$ cat config.mk
export PLATFORM = sky130hd
export DESIGN_NAME = detect_alert_ctrl
export DESIGN_NICKNAME = d
export VERILOG_FILES = /design/src/rtl/detect_alert_ctrl.sv
export SDC_FILE = /design/constraint.sdc
export NUM_CORES = 1
export LEC_CHECK = 0
export BUFFER_PORTS_ARGS = -buffer_cell sky130_fd_sc_hd__buf_2
export CAP_MARGIN = 20
export CORE_MARGIN = 5
export CORE_UTILIZATION = 40
export CTS_CLUSTER_DIAMETER = 60
export DETAILED_ROUTE_END_ITERATION = 8
export GPL_ROUTABILITY_DRIVEN = 0
export MAX_ROUTING_LAYER = met4
export PLACE_DENSITY_LB_ADDON = 0.3
export SYNTH_ARGS = -nofsm -noshare
export SYNTH_HDL_FRONTEND = slang
export SYNTH_SLANG_ARGS = --single-unit
$ cat constraint.sdc
create_clock -name clk -period 2.6 [get_ports clk]
set_clock_uncertainty 0.05 [all_clocks]
set_input_delay 0.39 -clock clk [delete_from_list [all_inputs] [get_ports clk]]
set_output_delay 0.39 -clock clk [all_outputs]
set_load 0.01 [all_outputs]
$ cat src/rtl/detect_alert_ctrl.sv
// Alert sequencer: qualifies CONSEC_N consecutive active results, plays a timed piezo tone,
// then holds off before re-arming. Define DETECT_ALERT_VAD_GATE_EN to also require vad=1.
module detect_alert_ctrl #(
  parameter int CONSEC_N       = 2,
  parameter int BEEP_CYCLES    = 50000000,
  parameter int HOLDOFF_CYCLES = 25000000,
  parameter int TONE_HALF      = 6250
) (
  input  logic       clk,
  input  logic       reset,
  input  logic       enable,
  input  logic       result_dv,
  input  logic       result,
  input  logic       vad,
  output logic       beep,
  output logic       led_active,
  output logic       led_dv,
  output logic       busy,
  output logic [7:0] detect_count
);

  typedef enum logic [1:0] {
    ST_IDLE    = 2'd0,
    ST_BEEP    = 2'd1,
    ST_HOLDOFF = 2'd2
  } state_e;

  localparam logic [3:0]  STREAK_MAX = 4'(CONSEC_N);
  localparam logic [31:0] BEEP_LAST  = 32'(BEEP_CYCLES - 1);
  localparam logic [31:0] HOLD_LAST  = 32'(HOLDOFF_CYCLES - 1);
  localparam logic [31:0] TONE_LAST  = 32'(TONE_HALF - 1);
  localparam bit          SKIP_HOLD  = (HOLDOFF_CYCLES == 0);

  state_e      state_q, state_d;
  logic [3:0]  streak_q, streak_d;
  logic [31:0] timer_q, timer_d;
  logic [31:0] tone_q, tone_d;
  logic        beep_q, beep_d;
  logic        busy_q, busy_d;
  logic        led_active_q, led_active_d;
  logic        led_dv_q, led_dv_d;
  logic [7:0]  count_q, count_d;
  logic        hit_s;

`ifdef DETECT_ALERT_VAD_GATE_EN
  assign hit_s = result & vad;
`else
  logic unused_vad_s;
  assign unused_vad_s = vad;
  assign hit_s        = result;
`endif

  // Next-state logic; LEDs track every strobe regardless of state or enable.
  always_comb begin
    state_d      = state_q;
    streak_d     = streak_q;
    timer_d      = timer_q;
    tone_d       = tone_q;
    beep_d       = beep_q;
    count_d      = count_q;
    led_active_d = result_dv ? result : led_active_q;
    led_dv_d     = result_dv ? ~led_dv_q : led_dv_q;

    if (!enable) begin
      state_d  = ST_IDLE;
      streak_d = 4'd0;
      timer_d  = 32'd0;
      tone_d   = 32'd0;
      beep_d   = 1'b0;
    end else begin
      case (state_q)
        ST_IDLE: begin
          timer_d = 32'd0;
          tone_d  = 32'd0;
          beep_d  = 1'b0;
          if (result_dv && hit_s && (streak_q + 4'd1 >= STREAK_MAX)) begin
            // Streak reached: the tone starts high on the very next cycle.
            state_d  = ST_BEEP;
            streak_d = 4'd0;
            beep_d   = 1'b1;
            count_d  = (count_q == 8'hFF) ? count_q : count_q + 8'd1;
          end else if (result_dv) begin
            streak_d = hit_s ? streak_q + 4'd1 : 4'd0;
          end else begin
            streak_d = streak_q;
          end
        end
        ST_BEEP: begin
          if (timer_q == BEEP_LAST) begin
            state_d = SKIP_HOLD ? ST_IDLE : ST_HOLDOFF;
            timer_d = 32'd0;
            tone_d  = 32'd0;
            beep_d  = 1'b0;
          end else if (tone_q == TONE_LAST) begin
            timer_d = timer_q + 32'd1;
            tone_d  = 32'd0;
            beep_d  = ~beep_q;
          end else begin
            timer_d = timer_q + 32'd1;
            tone_d  = tone_q + 32'd1;
          end
        end
        ST_HOLDOFF: begin
          beep_d = 1'b0;
          if (timer_q == HOLD_LAST) begin
            state_d = ST_IDLE;
            timer_d = 32'd0;
          end else begin
            timer_d = timer_q + 32'd1;
          end
        end
        default: begin
          state_d  = ST_IDLE;
          streak_d = 4'd0;
          timer_d  = 32'd0;
          tone_d   = 32'd0;
          beep_d   = 1'b0;
        end
      endcase
    end
    busy_d = (state_d != ST_IDLE);
  end

  // State and registered outputs.
  always_ff @(posedge clk or negedge reset) begin
    if (!reset) begin
      state_q      <= ST_IDLE;
      streak_q     <= 4'd0;
      timer_q      <= 32'd0;
      tone_q       <= 32'd0;
      beep_q       <= 1'b0;
      busy_q       <= 1'b0;
      led_active_q <= 1'b0;
      led_dv_q     <= 1'b0;
      count_q      <= 8'd0;
    end else begin
      state_q      <= state_d;
      streak_q     <= streak_d;
      timer_q      <= timer_d;
      tone_q       <= tone_d;
      beep_q       <= beep_d;
      busy_q       <= busy_d;
      led_active_q <= led_active_d;
      led_dv_q     <= led_dv_d;
      count_q      <= count_d;
    end
  end

  assign beep         = beep_q;
  assign busy         = busy_q;
  assign led_active   = led_active_q;
  assign led_dv       = led_dv_q;
  assign detect_count = count_q;

endmodule
---- After elaboration in Yosys (flattened, before gate mapping) ----
Index checks and enable logic that the tools add are counted.
cells by class
  $add $sub $neg .......................... 4
  multiplexer cells ....................... 23
  reduce and logical (&&, ||, !) cells .... 7
  bitwise operators ....................... 3
  equality and inequality tests ........... 10
  magnitude comparators ................... 1
operator list
  kind                                                                     number
  32-bit two-way mux                                                       6
  32-bit case mux with 2 select lines                                      2
  32-bit by 1-bit adder with 32-bit output, second input constant          2
  32-bit by 13-bit equality test with 1-bit output, second input constant  1
  32-bit by 25-bit equality test with 1-bit output, second input constant  1
  32-bit by 26-bit equality test with 1-bit output, second input constant  1
  4-bit two-way mux                                                        4
  8-bit by 1-bit adder with 8-bit output, second input constant            1
  8-bit equality test, second input constant                               1
  2-bit two-way mux                                                        4
  4-bit != test, second input constant                                     2
  4-bit case mux with 2 select lines                                       1
  2-bit case mux with 3 select lines                                       1
  4-bit by 1-bit adder with 4-bit output, second input constant            1
  4-bit by 2-bit >= comparator with 1-bit output, second input constant    1
  1-bit two-way mux                                                        4
  2-bit != test, second input constant                                     2
  4-bit AND reduction                                                      1
  1-bit NOT                                                                3
  2-bit by 1-bit equality test with 1-bit output, second input constant    1
  2-bit equality test, second input constant                               1
  1-bit logical AND                                                        2
  2-bit logical NOT                                                        1
  1-bit case mux with 2 select lines                                       1
  other kinds (3)                                                          3
storage, ports and cells
  bits of input ports ..................... 6
  output and inout port bits .............. 12
  bits in registers ....................... 82
  logic and storage cells ................. 57

---- Longest topological paths before layout ----
Gate-level depths: netlist of run 1.
  depth in word-level cells ............... 7
  mapped depth ............................ 9

---- Worst setup path before layout of run 1 ----
OpenSTA, ideal clock, no wires.
  path kind ............................... register to register
  start ................................... register count_q[0], in the netlist detect_count[0]
  end ..................................... register count_q[1], in the netlist detect_count[1]
  setup slack ............................. 458 ps
  period minus slack after synthesis ...... 2142 ps
  buffers on the path ..................... 0
  arrival ................................. 1967 ps
  stages on the path, launching flop included .. 6
  cell sequence ........................... dfrtp_1 > ha_1 > and2_1 > a41o_1 > a2111oi_4 > mux2_2
between the ends
  word-level cells in the longest chain between the ends .. 3
  elaborated cells on any way between the ends .. 4
  classes of those cells .................. add/sub: 1; eq/ne: 1; bitwise: 1; reduce/logical: 1
ends and longest elaborated chain
  element                                                                         line  RTL
  from (decl)                                                                     42    logic [7:0] count_q, count_d;
  from (signal assigned)                                                          145   count_q <= count_d;
  branches (longest 3 deep; another with 8-bit by 1-bit adder with 8-bit output)  n/a
Parallel ways; which one is timed is not known.
A chain may end at the register's enable or synchronous reset.

---- Worst setup path in the final report of run 1 ----
  start ................................... register streak_q[0]
  end ..................................... register busy_q, in the netlist busy
between the ends
  word-level cells in the longest chain between the ends .. 7
ends and longest elaborated chain
  element                                         line  RTL
  from (decl)                                     35    logic [3:0] streak_q, streak_d;
  from (signal assigned)                          138   streak_q <= streak_d;
  4-bit by 1-bit adder with 4-bit output          76    if (result_dv && hit_s && (streak_q + 4'd1 >= STREAK_MAX)) begin
  4-bit by 2-bit >= comparator with 1-bit output  76
  1-bit logical AND                               76
  2-bit two-way mux                               76
  2-bit case mux with 3 select lines              71    case (state_q)
  2-bit two-way mux                               64    if (!enable) begin
  2-bit nonzero test                              121   busy_d = (state_d != ST_IDLE);
  net busy_d                                      39    logic busy_q, busy_d;
  to (signal assigned)                            142   busy_q <= busy_d;
  to (decl)                                       39
The timed path passes the listed nets, and every way through them passes these cells.

==> results of run 1 <==
## worst max-delay path by stage
stage | from | endpoint | cells past startpoint
floorplan | detect_count[0]$_DFFE_PN0P_ | detect_count[1]$_DFFE_PN0P_ | 5
global placement | streak_q[0]$_DFFE_PN0P_ | busy$_DFF_PN0_ | 6
detailed placement | streak_q[0]$_DFFE_PN0P_ | busy$_DFF_PN0_ | 6
CTS | streak_q[0]$_DFFE_PN0P_ | busy$_DFF_PN0_ | 6
global route | state_q[0]$_DFF_PN0_ | tone_q[28]$_DFFE_PN0P_ | 8
finish | streak_q[0]$_DFFE_PN0P_ | busy$_DFF_PN0_ | 6
## stage by stage
step           instances  setup WS [ns]  total power [mW]
2_1_floorplan        470         0.4579             1.511
3_3_place_gp         619         0.3210             1.602
3_5_place_dp         619         0.2862             1.608
4_1_cts              635         0.2323             3.144
5_1_grt              635        0.08612             3.233
6_report             635         0.2148             3.101
## final cells by class
class | instances | share of cell area [%]
Clock buffer | 10 | 4.329
Clock inverter | 5 | 2.413
Inverter | 19 | 1.348
Multi-Input combinational cell | 346 | 45.42
Sequential cell | 82 | 38.80
Tap cell | 143 | 3.383
Timing Repair Buffer | 30 | 4.306
## per-layer routing
layer / track usage [%] / share of wire [%]
met5: - / 0
met3: 3.582 / 2.5
met1: 18.64 / 48
met2: 23.10 / 48
met4: 4.516 / 1.7
## cell families after synthesis
| family | count (synthesis) | share of synthesized area (%) |
|---|---|---|
| mux | 1 | 0.2402 |
| xor+xnor | 67 | 12.52 |
| buf+inv | 42 | 4.965 |
| flops | 82 | 43.78 |
| compound gates | 31 | 5.339 |
| fa+ha+maj | 10 | 2.670 |
| simple gates | 237 | 30.49 |
## cells in the mapped netlist (11+ instances only)
library cell               count  area [um2]
sky130_fd_sc_hd__and4_1       11       96.34
sky130_fd_sc_hd__clkbuf_1     13       48.80
sky130_fd_sc_hd__dfrtp_1      82        2052
sky130_fd_sc_hd__inv_1        18       67.56
sky130_fd_sc_hd__nand2_1      28       105.1
sky130_fd_sc_hd__nand3_1      28       140.1
sky130_fd_sc_hd__nand4_1      17       106.4
sky130_fd_sc_hd__nor2_1       21       78.83
sky130_fd_sc_hd__nor3_1       54       270.3
sky130_fd_sc_hd__nor3_2       20       200.2
sky130_fd_sc_hd__nor4_1       23       143.9
sky130_fd_sc_hd__xnor2_1      53       464.2
sky130_fd_sc_hd__xor2_1       14       122.6
## critical path: cells and delay by family, from the launching register on
family / cells / cell delay (ns)
DFF: 1 / 0.42
xor gates and xnor gates: 1 / 0.17
AOI/OAI and AO/OA: 3 / 0.84
adders and majority gates: 1 / 0.23
and+or+nand+nor: 1 / 0.53
## report_power, final
part	switching (mW)	internal, mW	leakage [nW]
Clock	0.490	1.03	0.169
Sequential	0.0441	1.31	1.14
Combinational	0.143	0.0824	0.643
Total	0.676	2.42	1.95
## repair_timing
action,4_1_cts,5_1_grt
endpoints found under the hold margin,35,0
hold buffers,1,0
gates resized for setup,0,0
## state kept, by name, indices dropped and copies added (netlist names)
| register | count |
|---|---|
| timer_q | 32 |
| tone_q | 32 |
| detect_count | 8 |
| streak_q | 4 |
| state_q | 2 |
| beep | 1 |
| busy | 1 |
| led_active | 1 |
| led_dv | 1 |
==> flow_summary.rst, run 1 <==
.. list-table::
   :header-rows: 1

   * - Metric
     - Value
   * - Floorplan die height
     - 118.2 um
   * - X dimension of the die
     - 118.2 um
   * - Register area
     - 2052 um2
   * - Data required time of the critical path
     - 2.74 ns
   * - Routed via count
     - 3524
   * - Share of the cycle needed by the critical path after routing
     - 91.74%
   * - Via count of the first global-routing pass
     - 3528
   * - Global-route wire length before repair
     - 16.79 mm
   * - CTS Buf Count
     - 9
   * - Std-Cell Rows
     - 39
   * - Worst Hold Class
     - in -> reg
   * - Final standard cell area without fillers
     - 5289 um2
   * - Area after detailed placement
     - 4922 um2
   * - GR Overflow Total
     - 0
   * - Root buffer selected by CTS
     - sky130_fd_sc_hd__clkbuf_16
   * - Power Dens Cells
     - 586.3 nW/um2
   * - Reg2Reg Depth
     - 6
   * - Worst hold slack across all endpoints
     - 0.2320 ns
   * - Area growth from synthesis to layout
     - 12.84%
   * - Per-instance average area after synthesis
     - 9.972 um2
   * - H-tree levels
     - 3
   * - Count of antenna-violating nets left after detailed routing
     - 0
   * - Buffer levels on the longest clock path
     - 2
   * - Crit Path Class
     - reg -> reg
   * - Count of final setup violators
     - 0
   * - Peak clock frequency supported by timing
     - 419.3 MHz
   * - Crit-path max cell delay
     - 0.53 ns
   * - Launch point of the worst hold path
     - result_dv
   * - Async SR Flop Fraction
     - 100.0%
   * - Synth Register Bits
     - 82
   * - Count of cells along the worst hold path
     - 2
   * - Outcome
     - complete, no violations
   * - Number of enable flip-flop cells after synthesis
     - 0
   * - Detail-routed net length per standard cell
     - 15.03 um
   * - Clk pin slew, worst setup/hold paths
     - 0.06 ns
   * - Share of post-route cells with drive strength above 1
     - 15.04%
   * - TritonCTS clock tree
     - built
   * - Sequential fraction of the synthesis area
     - 43.78%
   * - Flip-flop cell with the highest count after synthesis
     - sky130_fd_sc_hd__dfrtp_1
   * - Gate count after technology mapping
     - 470
   * - CP arrival
     - 2.52 ns
   * - RSZ-0062 raised after global routing
     - no
   * - Slowest stage cell on the critical path
     - sky130_fd_sc_hd__nor3b_1
   * - Total negative slack for setup checks
     - 0 ns
   * - Number of iterations in the first detailed-routing pass
     - 4
   * - Placeable Area
     - 11470 um2
   * - Post-layout net count
     - 504
   * - Tightest slew margin relative to the limit
     - 58.22%
   * - Number of input and output port buffers inserted
     - 16
   * - # clock sinks
     - 82
   * - Fillers
     - 1040
   * - Reg-to-reg setup timing slack
     - 0.21 ns
   * - Total of warnings raised by yosys
     - 0
   * - Post-route core utilization
     - 46.12%
   * - Footprint of the multi-input gates
     - 2402 um2
   * - Clock latency on the worst-skew pair
     - 0.33 ns
   * - Slew @ Worst Pin
     - 0.6254 ns
   * - Startpoint types
     - register
   * - Total Die Area
     - 13980 um2
   * - Total inserted antenna cells
     - 0
   * - Worst vdd rail ir drop
     - 375.2 uV
   * - Via-to-Cell Ratio
     - 5.550
   * - Leading cell types in the layout, fill and taps excluded
     - sky130_fd_sc_hd__dfrtp_1, sky130_fd_sc_hd__nor3_1, sky130_fd_sc_hd__xnor2_1
   * - Starting Density
     - 40.87%
   * - Hold Violations, Final
     - 0
   * - Maximum Capacitance Violations
     - 0
   * - Time the final worst path needs with I/O delays and setup
     - 2.385 ns
   * - Number of antenna violations at the first check in global routing
     - 0
   * - Most common library cell in the layout ignoring fill and taps
     - sky130_fd_sc_hd__dfrtp_1
   * - Post-synthesis cell area
     - 4687 um2
   * - Source of the worst register-to-register timing path
     - streak_q[0]$_DFFE_PN0P_
   * - Cell variety after synth
     - 54
   * - Maximum number of pins on one net before global-route repair
     - 48
   * - Final Slew Violations
     - 0
   * - Global-route usage over all layers
     - 14.63%
   * - Number of top-level design ports
     - 18
   * - Worst Path Max Fanout
     - 5
   * - Wirelength, routed
     - 9.544 mm
   * - DRC violation count after routing
     - 0
   * - Leakage dissipation
     - 1.948 nW
   * - Net count of the mapped netlist
     - 486
   * - Worst hold endpoint
     - led_dv$_DFFE_PN0P_
   * - Placed wire-length estimate
     - 6.588 mm
   * - Kind of end point of the critical path
     - register
   * - FF-to-FF End
     - busy$_DFF_PN0_
   * - Starting DRC count in detailed routing
     - 197
   * - Count of buffers added by post-CTS timing repair for setup
     - 0
   * - Cell chain of the critical path
     - ha_1 -> xor2_1 -> nor3b_1 -> a211oi_1 -> o41ai_1 -> o221ai_1
(Power assumes the default switching activity.)
==> inputs of run 2 (changes only) <==
Settings changed: CORE_MARGIN 5 to default.
==> flow_summary.rst, run 2 (synthesis results as in run 1) <==
.. list-table::
   :header-rows: 1

   * - Metric
     - Value
   * - Outcome
     - complete, no violations
   * - Total inserted antenna cells
     - 0 (unchanged)
   * - Startpoint types
     - register
   * - Share of post-route cells with drive strength above 1
     - 15.27% (+0.23 points)
   * - Tightest slew margin relative to the limit
     - 57.39% (-0.83 points)
   * - Register area
     - 2052 um2 (unchanged)
   * - Number of hold buffers added after cts
     - 0 (-1)
   * - Kind of end point of the critical path
     - register
   * - CTS resizes
     - 0 (unchanged)
   * - Tot Pwr
     - 2.936 mW (-5.3%)
   * - Root buffer selected by CTS
     - sky130_fd_sc_hd__clkbuf_16
   * - TritonCTS clock tree
     - built
   * - Count of antenna-violating nets left after detailed routing
     - 0 (unchanged)
   * - Final Slew Violations
     - 0 (unchanged)
   * - Number of iterations in the first detailed-routing pass
     - 4 (unchanged)
   * - Area after detailed placement
     - 4910 um2 (-0.25%)
   * - Worst Hold Class
     - in -> async
   * - Crit Path Class
     - reg -> reg
   * - Wirelength, routed
     - 9.662 mm (+1.2%)
   * - Total negative slack for setup checks
     - 0 ns (unchanged)
   * - Area growth from synthesis to layout
     - 11.53%
   * - Placed wire-length estimate
     - 6.595 mm (+0.11%)
   * - Fillers
     - 1096 (+5.4%)
   * - Floorplan die height
     - 110.2 um (-6.8%)
   * - Number of input and output port buffers inserted
     - 16 (unchanged)
   * - Power Dens Cells
     - 561.6 nW/um2 (-4.2%)
   * - # clock sinks
     - 82 (unchanged)
   * - Hold Violations, Final
     - 0 (unchanged)
   * - Share of the cycle needed by the critical path after routing
     - 89.18% (-2.6 points)
   * - Count of buffers added by post-CTS timing repair for setup
     - 0 (unchanged)
   * - Data required time of the critical path
     - 2.77 ns (+0.03 ns)
   * - Routed via count
     - 3478 (-1.3%)
   * - Slew @ Worst Pin
     - 0.6392 ns (+0.01384 ns)
   * - Via count of the first global-routing pass
     - 3394 (-3.8%)
   * - Worst slack after detailed placement
     - 0.2748 ns (-0.01135 ns)
   * - Worst Path Max Fanout
     - 11 (+6)
   * - Worst hold slack across all endpoints
     - 0.01985 ns (-0.2121 ns)
   * - Std-Cell Rows
     - 39 (unchanged)
   * - Detail-routed net length per standard cell
     - 15.24 um (+1.4%)
   * - Post-layout net count
     - 503 (-0.20%)
   * - CP arrival
     - 2.48 ns (-0.04 ns)
   * - Peak clock frequency supported by timing
     - 431.3 MHz (+2.9%)
   * - Total Die Area
     - 12150 um2 (-13%)
   * - Worst vdd rail ir drop
     - 410.9 uV (+9.5%)
   * - Instance count after placement with tap cells included
     - 619 (unchanged)
   * - Most common library cell in the layout ignoring fill and taps
     - sky130_fd_sc_hd__dfrtp_1
   * - Clock latency on the worst-skew pair
     - 0.34 ns (about the same)
   * - DRC violation count after routing
     - 0 (unchanged)
   * - Number of top-level design ports
     - 18 (unchanged)
   * - Post-route core utilization
     - 45.78% (-0.34 points)
   * - Global-route usage over all layers
     - 17.95% (+3.3 points)
   * - Leakage dissipation
     - 1.928 nW (-1.0%)
   * - Footprint of the multi-input gates
     - 2402 um2 (unchanged)
   * - Starting DRC count in detailed routing
     - 202 (+2.5%)
   * - Via-to-Cell Ratio
     - 5.486 (-1.1%)
   * - H-tree levels
     - 3 (unchanged)
   * - Maximum number of pins on one net before global-route repair
     - 49 (+2.1%)
   * - Placeable Area
     - 11420 um2 (-0.42%)
   * - Leading cell types in the layout, fill and taps excluded
     - sky130_fd_sc_hd__dfrtp_1, sky130_fd_sc_hd__nor3_1, sky130_fd_sc_hd__xnor2_1
   * - Final standard cell area without fillers
     - 5228 um2 (-1.2%)
   * - Maximum Capacitance Violations
     - 0 (unchanged)
   * - Buffer levels on the longest clock path
     - 2 (unchanged)
   * - Starting Density
     - 41.05% (+0.17 points)
   * - GR Overflow Total
     - 0 (unchanged)
   * - Smallest setup slack after layout
     - 0.2813 ns (+0.06654 ns)
   * - RSZ-0062 raised after global routing
     - no
   * - Count of non-filler cells in the finished layout
     - 634 (-0.16%)
   * - X dimension of the die
     - 110.2 um (-6.8%)
   * - Number of antenna violations at the first check in global routing
     - 0 (unchanged)
   * - CTS Buf Count
     - 9 (unchanged)
   * - Clk pin slew, worst setup/hold paths
     - 0.06 ns (about the same)
   * - Count of final setup violators
     - 0 (unchanged)
   * - Time the final worst path needs with I/O delays and setup
     - 2.319 ns (-0.06654 ns)
   * - Global-route wire length before repair
     - 16.41 mm (-2.3%)
run 2: critical path, cell delays in order, from the launching register on:
cell and delay [ns]:
sky130_fd_sc_hd__dfrtp_1 0.43, sky130_fd_sc_hd__inv_1 0.09, sky130_fd_sc_hd__ha_1 0.21, sky130_fd_sc_hd__a21boi_0 0.44, sky130_fd_sc_hd__nand4_1 0.14, sky130_fd_sc_hd__buf_4 0.22
sky130_fd_sc_hd__nor4_1 0.38, sky130_fd_sc_hd__xnor2_1 0.18, sky130_fd_sc_hd__nor3_2 0.05
run 2: final timing paths:
| path | slack, ns | cells past startpoint | start | endpoint |
|---|---|---|---|---|
| setup reg to reg | 0.28 | 8 | state_q[0]$_DFF_PN0_ | tone_q[28]$_DFFE_PN0P_ |
| hold reg to reg | 0.42 | 1 | led_dv$_DFFE_PN0P_ | led_dv$_DFFE_PN0P_ |
| max in group asynchronous | 1.87 | 2 | reset | timer_q[3]$_DFF_PN0_ |
| min in group clk | 0.25 | 2 | result_dv | led_dv$_DFFE_PN0P_ |
| setup / recovery | 0.28 | 8 | state_q[0]$_DFF_PN0_ | tone_q[28]$_DFFE_PN0P_ |
| hold / removal | 0.02 | 1 | reset | tone_q[11]$_DFFE_PN0P_ |
run 2: area by class of cell:
| type | instances | area share, % |
|---|---|---|
| inverters | 19 | 1.364 |
| clock inverters | 5 | 1.508 |
| multi-input cells | 346 | 45.95 |
| flip-flops and latches | 82 | 39.25 |
| repair buffers | 29 | 3.925 |
| clock buffers | 10 | 4.572 |
| well taps | 143 | 3.423 |
run 2: layer usage:
layer  track usage (%)  vias up  share of wire (%)
li1                  -     1734                  -
met1             23.70     1693                 48
met2             27.42       43                 48
met3             4.115        8                2.8
met4             5.639        0                1.2
met5                 -        -                  0
run 2: report_power, final:
group / internal (mW) / switching [mW]
logic: 0.0807 / 0.142
registers: 1.31 / 0.0462
clock network: 0.860 / 0.496
total: 2.25 / 0.684
